===== config.mk =====
export PLATFORM = sky130hd
export DESIGN_NAME = mem_port_arbiter
export DESIGN_NICKNAME = d
export VERILOG_FILES = /design/src/rtl/cpu_mem_pkg.sv /design/src/rtl/arb_starve_ctr.sv /design/src/rtl/mem_port_arbiter.sv
export SDC_FILE = /design/constraint.sdc
export NUM_CORES = 1
export LEC_CHECK = 0
export CORE_MARGIN = 2
export CORE_UTILIZATION = 35
export CTS_CLUSTER_DIAMETER = 120
export DETAILED_ROUTE_END_ITERATION = 7
export PLACE_DENSITY = 0.82
export RECOVER_POWER = 50
export SETUP_SLACK_MARGIN = 0.5
export SLEW_MARGIN = 20
export SYNTH_ARGS = -nofsm -noshare
export SYNTH_HDL_FRONTEND = slang
export SYNTH_SLANG_ARGS = --single-unit

===== constraint.sdc =====
create_clock -name clk -period 2.45 [get_ports clk]
set_input_delay 0.245 -clock clk [delete_from_list [all_inputs] [get_ports clk]]
set_output_delay 0.245 -clock clk [all_outputs]
set_load 0.03 [all_outputs]

===== src/rtl/cpu_mem_pkg.sv =====
// Shared definitions for the unified-memory port arbiter.
//   arb_state_t : arbiter FSM states
//   gnt_src_t   : which requester won the current grant
//   DEF_ADDR_W / DEF_DATA_W : default address and data widths
package cpu_mem_pkg;

  localparam int unsigned DEF_ADDR_W = 32;
  localparam int unsigned DEF_DATA_W = 32;

  typedef enum logic [1:0] {
    IDLE    = 2'd0,
    IF_BUSY = 2'd1,
    DM_BUSY = 2'd2
  } arb_state_t;

  typedef enum logic {
    GNT_IF = 1'b0,
    GNT_DM = 1'b1
  } gnt_src_t;

endpackage


===== src/rtl/arb_starve_ctr.sv =====
// Saturating starvation counter for the fetch port.
// Ports:
//   clk, rst    : clock, asynchronous active-high reset
//   i_inc       : fetch lost a contention this cycle
//   i_clr       : fetch was granted this cycle (takes priority over i_inc)
//   o_at_limit  : counter has reached LIMIT; fetch wins the next contention
module arb_starve_ctr #(
  parameter int unsigned LIMIT = 4,
  parameter int unsigned CNT_W = $clog2(LIMIT + 1)
) (
  input  logic clk,
  input  logic rst,
  input  logic i_inc,
  input  logic i_clr,
  output logic o_at_limit
);

  logic [CNT_W-1:0] r_cnt;

  assign o_at_limit = (r_cnt == CNT_W'(LIMIT));

  always_ff @(posedge clk or posedge rst) begin
    if (rst) begin
      r_cnt <= '0;
    end else if (i_clr) begin
      r_cnt <= '0;
    end else if (i_inc && !o_at_limit) begin
      r_cnt <= r_cnt + CNT_W'(1);
    end
  end

endmodule


===== src/rtl/mem_port_arbiter.sv =====
// Arbiter sharing one single-ported memory between instruction fetch and
// the MEM-stage data port. Data wins contention unless fetch has lost
// STARVE_LIMIT times in a row. One transaction at a time; an IDLE cycle
// always follows a completion.
// Ports:
//   clk, reset                 : clock, asynchronous active-high reset
//   if_req/if_addr             : fetch read request (held until if_ready)
//   if_rdata/if_ready          : fetch data, one-cycle completion pulse
//   dm_read/dm_write/dm_addr/dm_wdata : data request (held until dm_ready)
//   dm_rdata/dm_ready          : data read value, one-cycle completion pulse
//   mem_req/mem_we/mem_addr/mem_wdata : memory request (held until mem_ready)
//   mem_rdata/mem_ready        : memory read data and completion pulse
//   protocol_err               : sticky, dm_read and dm_write seen together
module mem_port_arbiter #(
  parameter int unsigned ADDR_W       = cpu_mem_pkg::DEF_ADDR_W,
  parameter int unsigned DATA_W       = cpu_mem_pkg::DEF_DATA_W,
  parameter int unsigned STARVE_LIMIT = 4
) (
  input  logic              clk,
  input  logic              reset,
  input  logic              if_req,
  input  logic [ADDR_W-1:0] if_addr,
  output logic [DATA_W-1:0] if_rdata,
  output logic              if_ready,
  input  logic              dm_read,
  input  logic              dm_write,
  input  logic [ADDR_W-1:0] dm_addr,
  input  logic [DATA_W-1:0] dm_wdata,
  output logic [DATA_W-1:0] dm_rdata,
  output logic              dm_ready,
  output logic              mem_req,
  output logic              mem_we,
  output logic [ADDR_W-1:0] mem_addr,
  output logic [DATA_W-1:0] mem_wdata,
  input  logic [DATA_W-1:0] mem_rdata,
  input  logic              mem_ready,
  output logic              protocol_err
);

  import cpu_mem_pkg::*;

  arb_state_t        r_state;
  arb_state_t        w_state_nxt;
  logic              r_mem_we;
  logic [ADDR_W-1:0] r_mem_addr;
  logic [DATA_W-1:0] r_mem_wdata;
  logic              r_dropped;
  logic              r_protocol_err;

  logic              w_dm_any;
  logic              w_at_limit;
  logic              w_cnt_inc;
  logic              w_cnt_clr;
  logic              w_grant;
  gnt_src_t          w_gnt_src;
  logic              w_owner_req;

  assign w_dm_any = dm_read | dm_write;

  arb_starve_ctr #(
    .LIMIT (STARVE_LIMIT)
  ) u_starve_ctr (
    .clk        (clk),
    .rst        (reset),
    .i_inc      (w_cnt_inc),
    .i_clr      (w_cnt_clr),
    .o_at_limit (w_at_limit)
  );

  always_comb begin
    w_state_nxt = r_state;
    w_grant     = 1'b0;
    w_gnt_src   = GNT_DM;
    w_cnt_inc   = 1'b0;
    w_cnt_clr   = 1'b0;
    w_owner_req = 1'b0;
    if_ready    = 1'b0;
    dm_ready    = 1'b0;
    case (r_state)
      IDLE: begin
        if (if_req && (!w_dm_any || w_at_limit)) begin
          w_state_nxt = IF_BUSY;
          w_grant     = 1'b1;
          w_gnt_src   = GNT_IF;
          w_cnt_clr   = 1'b1;
        end else if (w_dm_any) begin
          w_state_nxt = DM_BUSY;
          w_grant     = 1'b1;
          w_gnt_src   = GNT_DM;
          // Only a contended DM grant counts as a fetch loss.
          w_cnt_inc   = if_req;
        end
      end
      IF_BUSY: begin
        w_owner_req = if_req;
        if (mem_ready) begin
          w_state_nxt = IDLE;
          if_ready    = if_req && !r_dropped;
        end
      end
      DM_BUSY: begin
        w_owner_req = w_dm_any;
        if (mem_ready) begin
          w_state_nxt = IDLE;
          dm_ready    = w_dm_any && !r_dropped;
        end
      end
      default: begin
        w_state_nxt = IDLE;
      end
    endcase
  end

  always_ff @(posedge clk or posedge reset) begin
    if (reset) begin
      r_state        <= IDLE;
      r_mem_we       <= 1'b0;
      r_mem_addr     <= '0;
      r_mem_wdata    <= '0;
      r_dropped      <= 1'b0;
      r_protocol_err <= 1'b0;
    end else begin
      r_state <= w_state_nxt;
      if (w_grant) begin
        r_dropped <= 1'b0;
        if (w_gnt_src == GNT_DM) begin
          r_mem_we    <= dm_write;
          r_mem_addr  <= dm_addr;
          r_mem_wdata <= dm_wdata;
        end else begin
          r_mem_we    <= 1'b0;
          r_mem_addr  <= if_addr;
          r_mem_wdata <= '0;
        end
      end else if (r_state != IDLE && !w_owner_req) begin
        // Once the owner lets go, the transaction is orphaned even if the
        // request is raised again before mem_ready; its data is discarded.
        r_dropped <= 1'b1;
      end
      if (dm_read && dm_write) begin
        r_protocol_err <= 1'b1;
      end
    end
  end

  assign mem_req      = (r_state != IDLE);
  assign mem_we       = r_mem_we;
  assign mem_addr     = r_mem_addr;
  assign mem_wdata    = r_mem_wdata;
  assign protocol_err = r_protocol_err;

  assign if_rdata = if_ready ? mem_rdata : '0;
  assign dm_rdata = (dm_ready && !r_mem_we) ? mem_rdata : '0;

endmodule


### Word-level counts from Yosys, hierarchy flattened

Index checks and enable logic that the tools add are counted.

* flip-flop bits (word level): 72
* input bits: 134
* output and inout port bits: 133
* word-level logic and storage cells: 61

* add/subtract/negate cells: 1
* eq/ne operators: 5
* mux-type cells: 28
* bitwise operators: 1
* reduce and logical (&&, ||, !) cells: 19

Operator list (count)
* 32-bit two-way mux: 4
* 1-bit two-way mux: 17
* 1-bit logical AND: 7
* 2-bit two-way mux: 3
* 3-bit two-way mux: 2
* 2-bit nonzero test: 3
* 1-bit logical NOT: 5
* 2-bit case mux with 2 select lines: 1
* 3-bit by 1-bit adder with 3-bit output (second input constant): 1
* 3-bit == test (second input constant): 1
* 3-bit inequality test (second input constant): 1
* 2-bit by 1-bit == test with 1-bit output (second input constant): 1
* 2-bit == test (second input constant): 1
* 2-bit logical NOT: 1
* 2-bit by 1-bit inequality test with 1-bit output (second input constant): 1
* 1-bit case mux with 2 select lines: 1
* 2-bit AND reduction: 1
* 2-bit OR reduction: 1
* 1-bit logical OR: 1
* 1-bit OR: 1

### Logic depth before layout (Yosys ltp)

Gate-level depths: netlist of the first run.

* depth in word-level cells: 9
* mapped depth: 8
* depth with buffers taken out: 5

### Modules after synthesis

A second synthesis of the first run with hierarchy kept.

* cells, all modules: 383
* area, all modules: 3714.8 µm²

Modules (own cells, without submodules)
* mem_port_arbiter: instances 1, cells each 364, area each 3518.4 µm², sequential area each 1726.7 µm²
* arb_starve_ctr: instances 1, cells each 19, area each 196.4 µm², sequential area each 75.1 µm²

### Least setup slack after synthesis of the first run

Ideal clock, no wire load.

* path type: register to output
* start: reg r_state[0]
* end: out dm_rdata[10]
* arrival time: 1.488 ns
* required time: 2.205 ns
* setup slack: 0.717 ns
* stages on the path, launching flop included: 7
* buffers on the path: 1
* path through: dfrtp_1 inv_1 ha_1 o21ai_2 nor3_1 clkbuf_2 and2_1

* word-level cells in the longest chain between the ends: 4

Ends and longest elaborated chain
* start: declaration: line mem_port_arbiter.sv:42 `arb_state_t r_state;`
* start signal: assignment: line mem_port_arbiter.sv:123 `r_state <= w_state_nxt;`
* 2-bit == test: line mem_port_arbiter.sv:79 `case (r_state)`
* 1-bit two-way mux: line mem_port_arbiter.sv:79
* 1-bit logical AND: line mem_port_arbiter.sv:153 `assign dm_rdata = (dm_ready && !r_mem_we) ? mem_rdata : '0;`
* 32-bit two-way mux: line mem_port_arbiter.sv:153
* end: declaration: line mem_port_arbiter.sv:29 `output logic [DATA_W-1:0] dm_rdata,`

No other way between the ends.

### Worst setup path after layout of the first run

* start: in dm_read
* end: reg r_mem_addr[29] (netlist: mem_addr[29])

* word-level cells in the longest chain between the ends: 7
* elaborated cells between the ends (all ways): 10
* those cells by class: mux (6); bitwise (1); reduce/logical (3)

Ends and longest elaborated chain
* start: declaration: line mem_port_arbiter.sv:25 `input logic dm_read,`
* 1-bit OR *: line mem_port_arbiter.sv:58 `assign w_dm_any = dm_read | dm_write;`
* 1-bit logical NOT: line mem_port_arbiter.sv:81 `if (if_req && (!w_dm_any || w_at_limit)) begin`
* 1-bit logical OR: line mem_port_arbiter.sv:81
* 1-bit logical AND: line mem_port_arbiter.sv:81
* 1-bit two-way mux: line mem_port_arbiter.sv:81
* 1-bit two-way mux: line mem_port_arbiter.sv:79
* 32-bit two-way mux: line mem_port_arbiter.sv:126 `if (w_gnt_src == GNT_DM) begin`
* end signal: assignment: line mem_port_arbiter.sv:128 `r_mem_addr <= dm_addr;`
* end signal: assignment: line mem_port_arbiter.sv:132 `r_mem_addr <= if_addr;`
* end: declaration: line mem_port_arbiter.sv:45 `logic [ADDR_W-1:0] r_mem_addr;`

Mark *: on every way between the ends. The rest lies on a longest branch, timed or not.
A chain may end at the register's enable or synchronous reset.

==> out/qor.csv, run 1 <==
metric;value;unit
outcome;finished, final reports clean;
Post-Synthesis Cells;375;
slowest cell delay on critical path;0.59;ns
CTS clk-pin slew, worst paths;0.08;ns
net count after synthesis;514;
synthesized area;3672;µm²
Clock Skew;0.01237;ns
Crit Reg-Reg Endpoint;mem_addr[29];
final core utilization;67.79;%
pre-CTS setup slack;0.3548;ns
first-pass GRT wire length;22020;µm
Area growth, synth to finish;89.71;%
reg2reg setup slack;0.45;ns
worst min-delay path class;reg2reg;
crit path from;dm_read;
pin count of the biggest net entering global routing;73;
setup total negative slack;0;ns
CP Launch Type;primary input;
fmax;464.4;MHz
VDD IR max;0.6578;mV
YS warnings;0;
Pre-antenna DRT Iters;4;
initial antenna violation count;1;
final hold vios;0;
Slew Viols, Final;0;
Worst Path Buf+Inv;3;
Die Area;11330;µm²
Clock Root Buffer;clkbuf_8;
Die X;106.4;µm
Post-route DRC;0;
io pins;267;
initial DRC count;198;
Max-Cap Viols;0;
Worst EP arrival;2.41;ns
pwr dens;1107;nW/µm²
worst-case clock buffer depth;2;
share of the synthesized area in the top cell type;49.06;%
CP Max Fanout;29;
Global Route Usage Sum;24.98;%
CTS tree;yes;
via count;4077;
Num Clock Sinks;72;
Final Cycle Share;87.90;%
largest cells by area after synthesis;dfrtp_1 (49%), and2_1 (11%), a22o_1 (7.9%), a31oi_1 (5.5%), o21ai_0 (4.9%);
DRT Wirelength;14980;µm
die height;106.4;µm
area leader, netlist;dfrtp_1;
synthesized flop and latch total;72;
final net count;786;
H-tree Lvls;3;
Worst setup endpoint;mem_addr[29];
port bufs;266;
vias per cell;5.167;
global placer's final weighted congestion;0.8547;
total grt overflow;0;
vias in the first global route;4073;
CP cell instances;dlygate4sd3_1 -> clkbuf_1 -> o31a_1 -> clkbuf_2 -> nor2_1 -> a21oi_1;
remaining antenna violation count;0;
Avg Inst Size Synth;9.793;µm²
final setup margin;0.2965;ns
max_slew headroom;53.49;%
critical path class;in2reg;
WP data required;2.70;ns
slowest CP cell;dlygate4sd3_1;
delay-heaviest family, CP;buffers and inverters;
clk_lat worst skew;0.34;ns
R2R Path Start;r_state[0];
# setup viols final;0;
logic depth of the worst setup path including buffers;6;
Filler cells;796;
sequential share of the synthesized area;49.06;%
post-route minimum period;2.154;ns
CTS buffer count;9;
Worst-Margin Slew;0.6976;ns
WL/cell;18.99;µm
Netlist cell types;32;
hpwl dp;10240;µm
leakage power;3.012;nW
RSZ-0062 raised after global routing;yes;
row cnt;37;
CTS Hold Bufs;0;
layout cell share with drive strength beyond 1;21.93;%
Starting Density;35.73;%
core area;10280;µm²
FF-to-FF path depth;6;
CP Capture Type;flop;
cells by family (layout without fill, tap and decap cells):
| logic type | count (synthesis) | count (layout) | share of synthesized area [%] |
|---|---|---|---|
| other | 0 | 1 | 0 |
| AO/OA/AOI/OAI | 144 | 144 | 26.03 |
| multiplexers | 2 | 2 | 0.5792 |
| AND/OR/NAND/NOR | 110 | 110 | 16.05 |
| buffers and inverters | 42 | 319 | 6.576 |
| adder cells (fa/ha/maj) | 5 | 5 | 1.704 |
| flip-flops | 72 | 72 | 49.06 |
power breakdown:
part | leakage, nW | total, mW | internal [mW] | switching, mW
Sequential | 0.849 | 2.08 | 1.77 | 0.317
Combinational | 2.05 | 4.57 | 1.83 | 2.73
Clock | 0.116 | 1.06 | 0.586 | 0.474
Total | 3.01 | 7.71 | 4.19 | 3.52
placed cells by master, fill, tap and decap left out, drive strengths merged, types with 5 or more instances in the layout:
cell type	n
clkdlybuf4s50	139
buf	92
dfrtp	72
and2	65
dlygate4sd3	59
o21ai	37
nor2	36
a21oi	35
a22o	33
a31oi	32
clkbuf	12
inv	8
ha	5
worst min path at each step:
stage	start	end	slack, ns	depth (start not counted)
floorplan	dm_wdata[29]	mem_wdata[29]	0.38	1
global placement	protocol_err	protocol_err	0.44	1
detailed placement	protocol_err	protocol_err	0.45	1
CTS	reset	mem_addr[23]	0.35	3
global route	dm_addr[1]	mem_addr[1]	0.47	3
finish	protocol_err	protocol_err	0.46	1
per-stage QoR:
stage	power (mW)	hold WS, ns	std cells	instance area, µm²
after floorplan	4.874	0.3775	375	3676
after global placement	6.620	0.4432	757	6336
after detailed placement	6.732	0.4494	757	6336
after CTS	7.959	0.3546	786	6867
after global routing	8.146	0.4665	789	6967
final	7.710	0.4638	789	6967
synth_stat cells:
cell type  instances
inv_1              7
buf_2             13
o2bb2ai_4          1
o21ai_0           36
buf_4              9
clkbuf_2           3
a21oi_1           34
a32o_1             1
a21o_1             1
a2bb2oi_2          1
a31oi_1           32
mux2_2             1
o21ai_2            1
nand3_1            2
nand2b_1           1
buf_8              2
and2_1            65
nor4b_1            1
buf_6              1
mux2i_1            1
o31a_1             1
nand2_1            3
a311oi_1           1
a22o_1            33
nor2_1            36
dfrtp_1           72
nor3_1             1
nor2b_1            1
a21oi_2            1
clkbuf_1           7
o31ai_4            1
ha_1               5
cell type report:
class	instances	area [µm²]	share of cell area (%)
well taps	136	170.2	2.443
diodes	1	2.502	0.03592
inverters	7	30.03	0.4310
flip-flops and latches	72	1802	25.86
repair buffers	296	3025	43.43
clock buffers	9	123.9	1.778
multi-input cells	261	1710	24.55
clock inverters	7	102.6	1.473
what timing repair did:
item                                    4_1_cts  5_1_grt
gates cloned                                  8        0
buffers inserted                              5        2
pin swaps                                     2        1
endpoints found under the setup margin       66       66
hold endpoints to repair                      0        0
gates resized for setup                      71       30
metal layers:
metal,share of wire (%),track usage (%),wire (µm)
met2,53,45.65,8012
met3,8.4,7.787,1262
met1,35,26.44,5293
met4,2.8,10.48,414
met5,0,0,0
state kept, by name, indices dropped and copies added (netlist names):
register	count
r_state	2
u_starve_ctr.r_cnt	3
r_dropped	1
mem_wdata	32
mem_we	1
protocol_err	1
mem_addr	32
Power figures use the tool's default switching activity.
==> run 2: changes to the inputs <==
- ABC_CLOCK_PERIOD_IN_PS: default -> 2450
- CORE_ASPECT_RATIO: default -> 1.5
- SETUP_SLACK_MARGIN: 0.5 -> 0.05
==> out/qor.csv, run 2 (synthesis results as in run 1) <==
metric;value;unit;change
outcome;finished, final reports clean;;
H-tree Lvls;3;;unchanged
launch point of the worst hold path;protocol_err;;
hpwl dp;10450;µm;+2.0%
Clock Skew;0.005417;ns;-0.006950 ns
layout cell share with drive strength beyond 1;16.14;%;-5.8 points
Setup Buffers After CTS;0;;-5
Post-route DRC;0;;unchanged
initial antenna violation count;0;;-1
commonest non-fill, non-tap cell in the layout;clkdlybuf4s50_1;;
Pre-antenna DRT Iters;4;;unchanged
Worst EP arrival;1.95;ns;-0.46 ns
# setup viols final;0;;unchanged
leakage power;2.887;nW;-4.2%
CP Capture Type;primary output;;
Filler cells;817;;+2.6%
CTS tree;yes;;
die height;129.5;µm;+22%
FF-to-FF path depth;6;;unchanged
critical path class;reg2out;;
CP Max Fanout;8;;-72%
Worst-Margin Slew;1.229;ns;+0.5319 ns
Global Route Usage Sum;23.11;%;-1.9 points
pre-CTS setup slack;0.4558;ns;+0.1010 ns
Die Area;11340;µm²;+0.15%
slowest cell delay on critical path;0.63;ns;+0.04 ns
CTS buffer count;9;;unchanged
CP Launch Type;flop;;
WHS Path Cells;1;;unchanged
row cnt;45;;+22%
multi-input logic area;1634;µm²;-4.5%
most frequent cells in the layout;clkdlybuf4s50_1 (138), buf_4 (76), dfrtp_1 (72), and2_1 (64), dlygate4sd3_1 (63);;
Slew Viols, Final;0;;unchanged
setup total negative slack;0;ns;unchanged
remaining antenna violation count;0;;unchanged
final setup margin;0.2548;ns;-0.04166 ns
core area;10190;µm²;-0.84%
global placer's final weighted congestion;0.8378;;-2.0%
final net count;772;;-1.8%
post-route minimum period;2.195;ns;+0.04166 ns
initial DRC count;184;;-7.1%
VDD IR max;0.7907;mV;+20%
via count;3925;;-3.7%
Final Cycle Share;89.60;%;+1.7 points
WP data required;2.20;ns;-0.50 ns
vias per cell;5.039;;-2.5%
critical path's most frequent cell;inv_1;;
port bufs;266;;unchanged
Reg area;1802;µm²;unchanged
R2R Path Start;r_state[0];;
final hold vios;0;;unchanged
DRT Wirelength;13590;µm;-9.3%
CTS Hold Bufs;0;;unchanged
Area growth, synth to finish;79.32;%;
CTS-repair resized insts;0;;-100%
first-pass GRT wire length;20040;µm;-9.0%
worst-case clock buffer depth;2;;unchanged
WL/cell;17.45;µm;-8.1%
fmax;455.5;MHz;-1.9%
Clock Root Buffer;clkbuf_16;;
Die X;87.64;µm;-18%
pin count of the biggest net entering global routing;41;;-44%
pwr dens;1181;nW/µm²;+6.7%
CP cell instances;inv_1 -> ha_1 -> inv_1 -> clkdlybuf4s50_1;;
worst min-delay path class;reg2reg;;
RSZ-0062 raised after global routing;no;;
slowest CP cell;clkdlybuf4s50_1;;
Starting Density;36.03;%;+0.30 points
CTS clk-pin slew, worst paths;0.06;ns;-0.02 ns
vias in the first global route;4048;;-0.61%
Max-Cap Viols;0;;unchanged
clk_lat worst skew;0.33;ns;about the same
max_slew headroom;17.95;%;-36 points
crit path from;r_state[0];;
Num Clock Sinks;72;;unchanged
io pins;267;;unchanged
Antenna Cells;0;;-1
total grt overflow;0;;unchanged
run 2: path summary, 6_finish.rpt:
path	end	slack [ns]
worst max-delay path	mem_req	0.25
worst min-delay path	protocol_err	0.46
worst max register to register	u_starve_ctr.r_cnt[2]	0.46
worst min register to register	protocol_err	0.46
max in group asynchronous	mem_wdata[11]	0.48
min in group asynchronous	mem_wdata[15]	0.69
run 2: worst max-delay path, delay by kind of cell, from the launching register on:
kind                     cells  cell delay, ns
buffers and inverters        3            0.87
flip-flops                   1            0.38
adder cells (fa/ha/maj)      1            0.35
run 2: final cells by class:
type                       instances  area share (%)
clock buffer                      12           4.047
clock inverter                     4          0.3990
inverter                           7          0.3990
multi-input combinational        261           24.81
sequential                        72           27.36
tap                              141           2.679
timing repair buffer             282           40.30
run 2: layer usage:
metal  wire, µm  up-vias  part of all wire (%)  GRT usage (%)
li1           -     1847                     -              -
met1       4627     1834                    34          22.58
met2       7271      212                    53          42.91
met3       1324       32                   9.7          8.662
met4        371        0                   2.7          9.231
met5          0        -                     0              0
run 2: metrics by stage:
step           utilization, %  power (mW)  cells  hold WS (ns)  cell area (µm²)
6_report                64.62       7.778    779        0.4618             6585
5_1_grt                 64.62       8.183    779        0.4834             6585
4_1_cts                 64.78       8.044    779        0.3740             6601
3_5_place_dp            61.90       6.739    763        0.4600             6309
3_3_place_gp            61.90       6.633    763        0.4596             6309
2_1_floorplan               -       4.873    375        0.3775             3672
run 2: power by group:
| part | internal, mW | total (mW) | leakage (nW) | switching [mW] |
|---|---|---|---|---|
| logic | 1.76 | 4.42 | 1.89 | 2.66 |
| registers | 1.77 | 2.10 | 0.849 | 0.328 |
| clock network | 0.768 | 1.26 | 0.145 | 0.495 |
==> run 3: changes to the inputs <==
- CORE_ASPECT_RATIO: 1.5 -> 0.75
==> out/qor.csv, run 3 (synthesis results as in run 1) <==
metric;value;unit;change
most frequent cells in the layout;clkdlybuf4s50_1 (139), dfrtp_1 (72), buf_4 (72), and2_1 (65), dlygate4sd3_1 (62);;
Filler cells;829;;+1.5%
initial antenna violation count;0;;unchanged
vias per cell;5.001;;-0.74%
CTS clk-pin slew, worst paths;0.06;ns;about the same
Worst EP arrival;1.89;ns;-0.06 ns
reg2reg setup slack;0.49;ns;+0.03 ns
CP Max Fanout;8;;unchanged
CTS-repair resized insts;0;;unchanged
H-tree Lvls;3;;unchanged
Antenna Cells;0;;unchanged
commonest non-fill, non-tap cell in the layout;clkdlybuf4s50_1;;
first-pass GRT wire length;19670;µm;-1.9%
Reg area;1802;µm²;unchanged
Die X;122.3;µm;+40%
port bufs;266;;unchanged
CP cell instances;inv_1 -> ha_1 -> inv_1 -> clkdlybuf4s50_1;;
WL/cell;16.64;µm;-4.6%
layout cell share with drive strength beyond 1;15.72;%;-0.42 points
Setup Buffers After CTS;0;;unchanged
CTS buffer count;9;;unchanged
final net count;770;;-0.26%
outcome;finished, final reports clean;;
logic depth of the worst setup path including buffers;4;;unchanged
Slew Viols, Final;0;;unchanged
CP Launch Type;flop;;
slowest CP cell;clkdlybuf4s50_1;;
CP Capture Type;primary output;;
Worst setup endpoint;mem_req;;
clk_lat worst skew;0.33;ns;about the same
total grt overflow;0;;unchanged
worst min-delay path class;in2reg;;
io pins;267;;unchanged
# setup viols final;0;;unchanged
Clock Root Buffer;clkbuf_16;;
global placer's final weighted congestion;0.7704;;-8.0%
DRT Wirelength;12850;µm;-5.5%
FF-to-FF path depth;6;;unchanged
crit path from;r_state[0];;
VDD IR max;0.7536;mV;-4.7%
multi-input logic area;1615;µm²;-1.1%
WHS Path Cells;3;;+2
max_slew headroom;15.62;%;-2.3 points
remaining antenna violation count;0;;unchanged
Global Route Usage Sum;21.98;%;-1.1 points
Area growth, synth to finish;78.50;%;
post-route minimum period;2.133;ns;-0.06235 ns
row cnt;32;;-29%
RSZ-0062 raised after global routing;no;;
worst-case clock buffer depth;2;;unchanged
die height;92.71;µm;-28%
Starting Density;35.83;%;-0.21 points
Clock Skew;0.006430;ns;+0.001013 ns
Final Cycle Share;87.05;%;-2.5 points
Num Clock Sinks;72;;unchanged
Min Hold Slack;0.4675;ns;+0.005665 ns
via count;3861;;-1.6%
Pre-antenna DRT Iters;6;;+2
initial DRC count;146;;-21%
critical path's most frequent cell;inv_1;;
pin count of the biggest net entering global routing;40;;-2.4%
fmax;468.9;MHz;+2.9%
delay-heaviest family, CP;buffers and inverters;;
final hold vios;0;;unchanged
Worst Path Buf+Inv;3;;unchanged
hpwl dp;9432;µm;-9.7%
CTS Hold Bufs;0;;unchanged
pwr dens;1166;nW/µm²;-1.3%
Die Area;11340;µm²;about the same
setup total negative slack;0;ns;unchanged
slowest cell delay on critical path;0.62;ns;about the same
Crit Reg-Reg Endpoint;mem_addr[22];;
core area;10250;µm²;+0.58%
R2R Path Start;r_state[0];;
launch point of the worst hold path;dm_addr[26];;
WP data required;2.20;ns;about the same
Worst-Margin Slew;1.264;ns;+0.03491 ns
Post-route DRC;0;;unchanged
leakage power;2.863;nW;-0.82%
Max-Cap Viols;0;;unchanged
vias in the first global route;3945;;-2.5%
CTS tree;yes;;
critical path class;reg2out;;
-- run 3: where the power goes --
group	switching (mW)	internal, mW	total, mW
clock network	0.524	0.693	1.22
logic	2.65	1.70	4.35
registers	0.307	1.77	2.08
-- run 3: area by class of cell --
| class | instances | area share, % |
|---|---|---|
| multi-input combinational | 261 | 24.64 |
| clock buffer | 9 | 3.436 |
| tap | 136 | 2.596 |
| clock inverter | 7 | 0.8399 |
| sequential | 72 | 27.49 |
| timing repair buffer | 280 | 40.60 |
| inverter | 7 | 0.4008 |
-- run 3: worst min path at each step --
| stage | endpoint |
|---|---|
| 3_3_place_gp | protocol_err |
| 4_1_cts | mem_wdata[17] |
| 6_report | mem_addr[26] |
| 5_1_grt | mem_addr[26] |
| 2_1_floorplan | mem_wdata[29] |
| 3_5_place_dp | protocol_err |
-- run 3: layer usage --
layer  part of all wire (%)  global-route usage [%]
met1                     41                   28.53
met5                      0                       0
met3                    8.5                   5.973
met4                    1.5                   6.609
met2                     49                   35.83
-- run 3: through the flow --
stage | power (mW) | setup WS (ns) | cell area, µm² | utilization, % | cells
after floorplan | 4.873 | 0.3801 | 3672 | - | 375
after global placement | 6.550 | 0.4761 | 6300 | 61.46 | 756
after detailed placement | 6.670 | 0.4241 | 6300 | 61.46 | 756
after CTS | 7.925 | 0.3134 | 6580 | 64.20 | 772
after global routing | 8.080 | 0.2088 | 6555 | 63.95 | 772
final | 7.644 | 0.3172 | 6555 | 63.95 | 772
-- run 3: worst min-delay path: stages --
cell             delay [ns]
clkdlybuf4s50_1        0.39
o21ai_0                0.07
a21oi_1                0.06
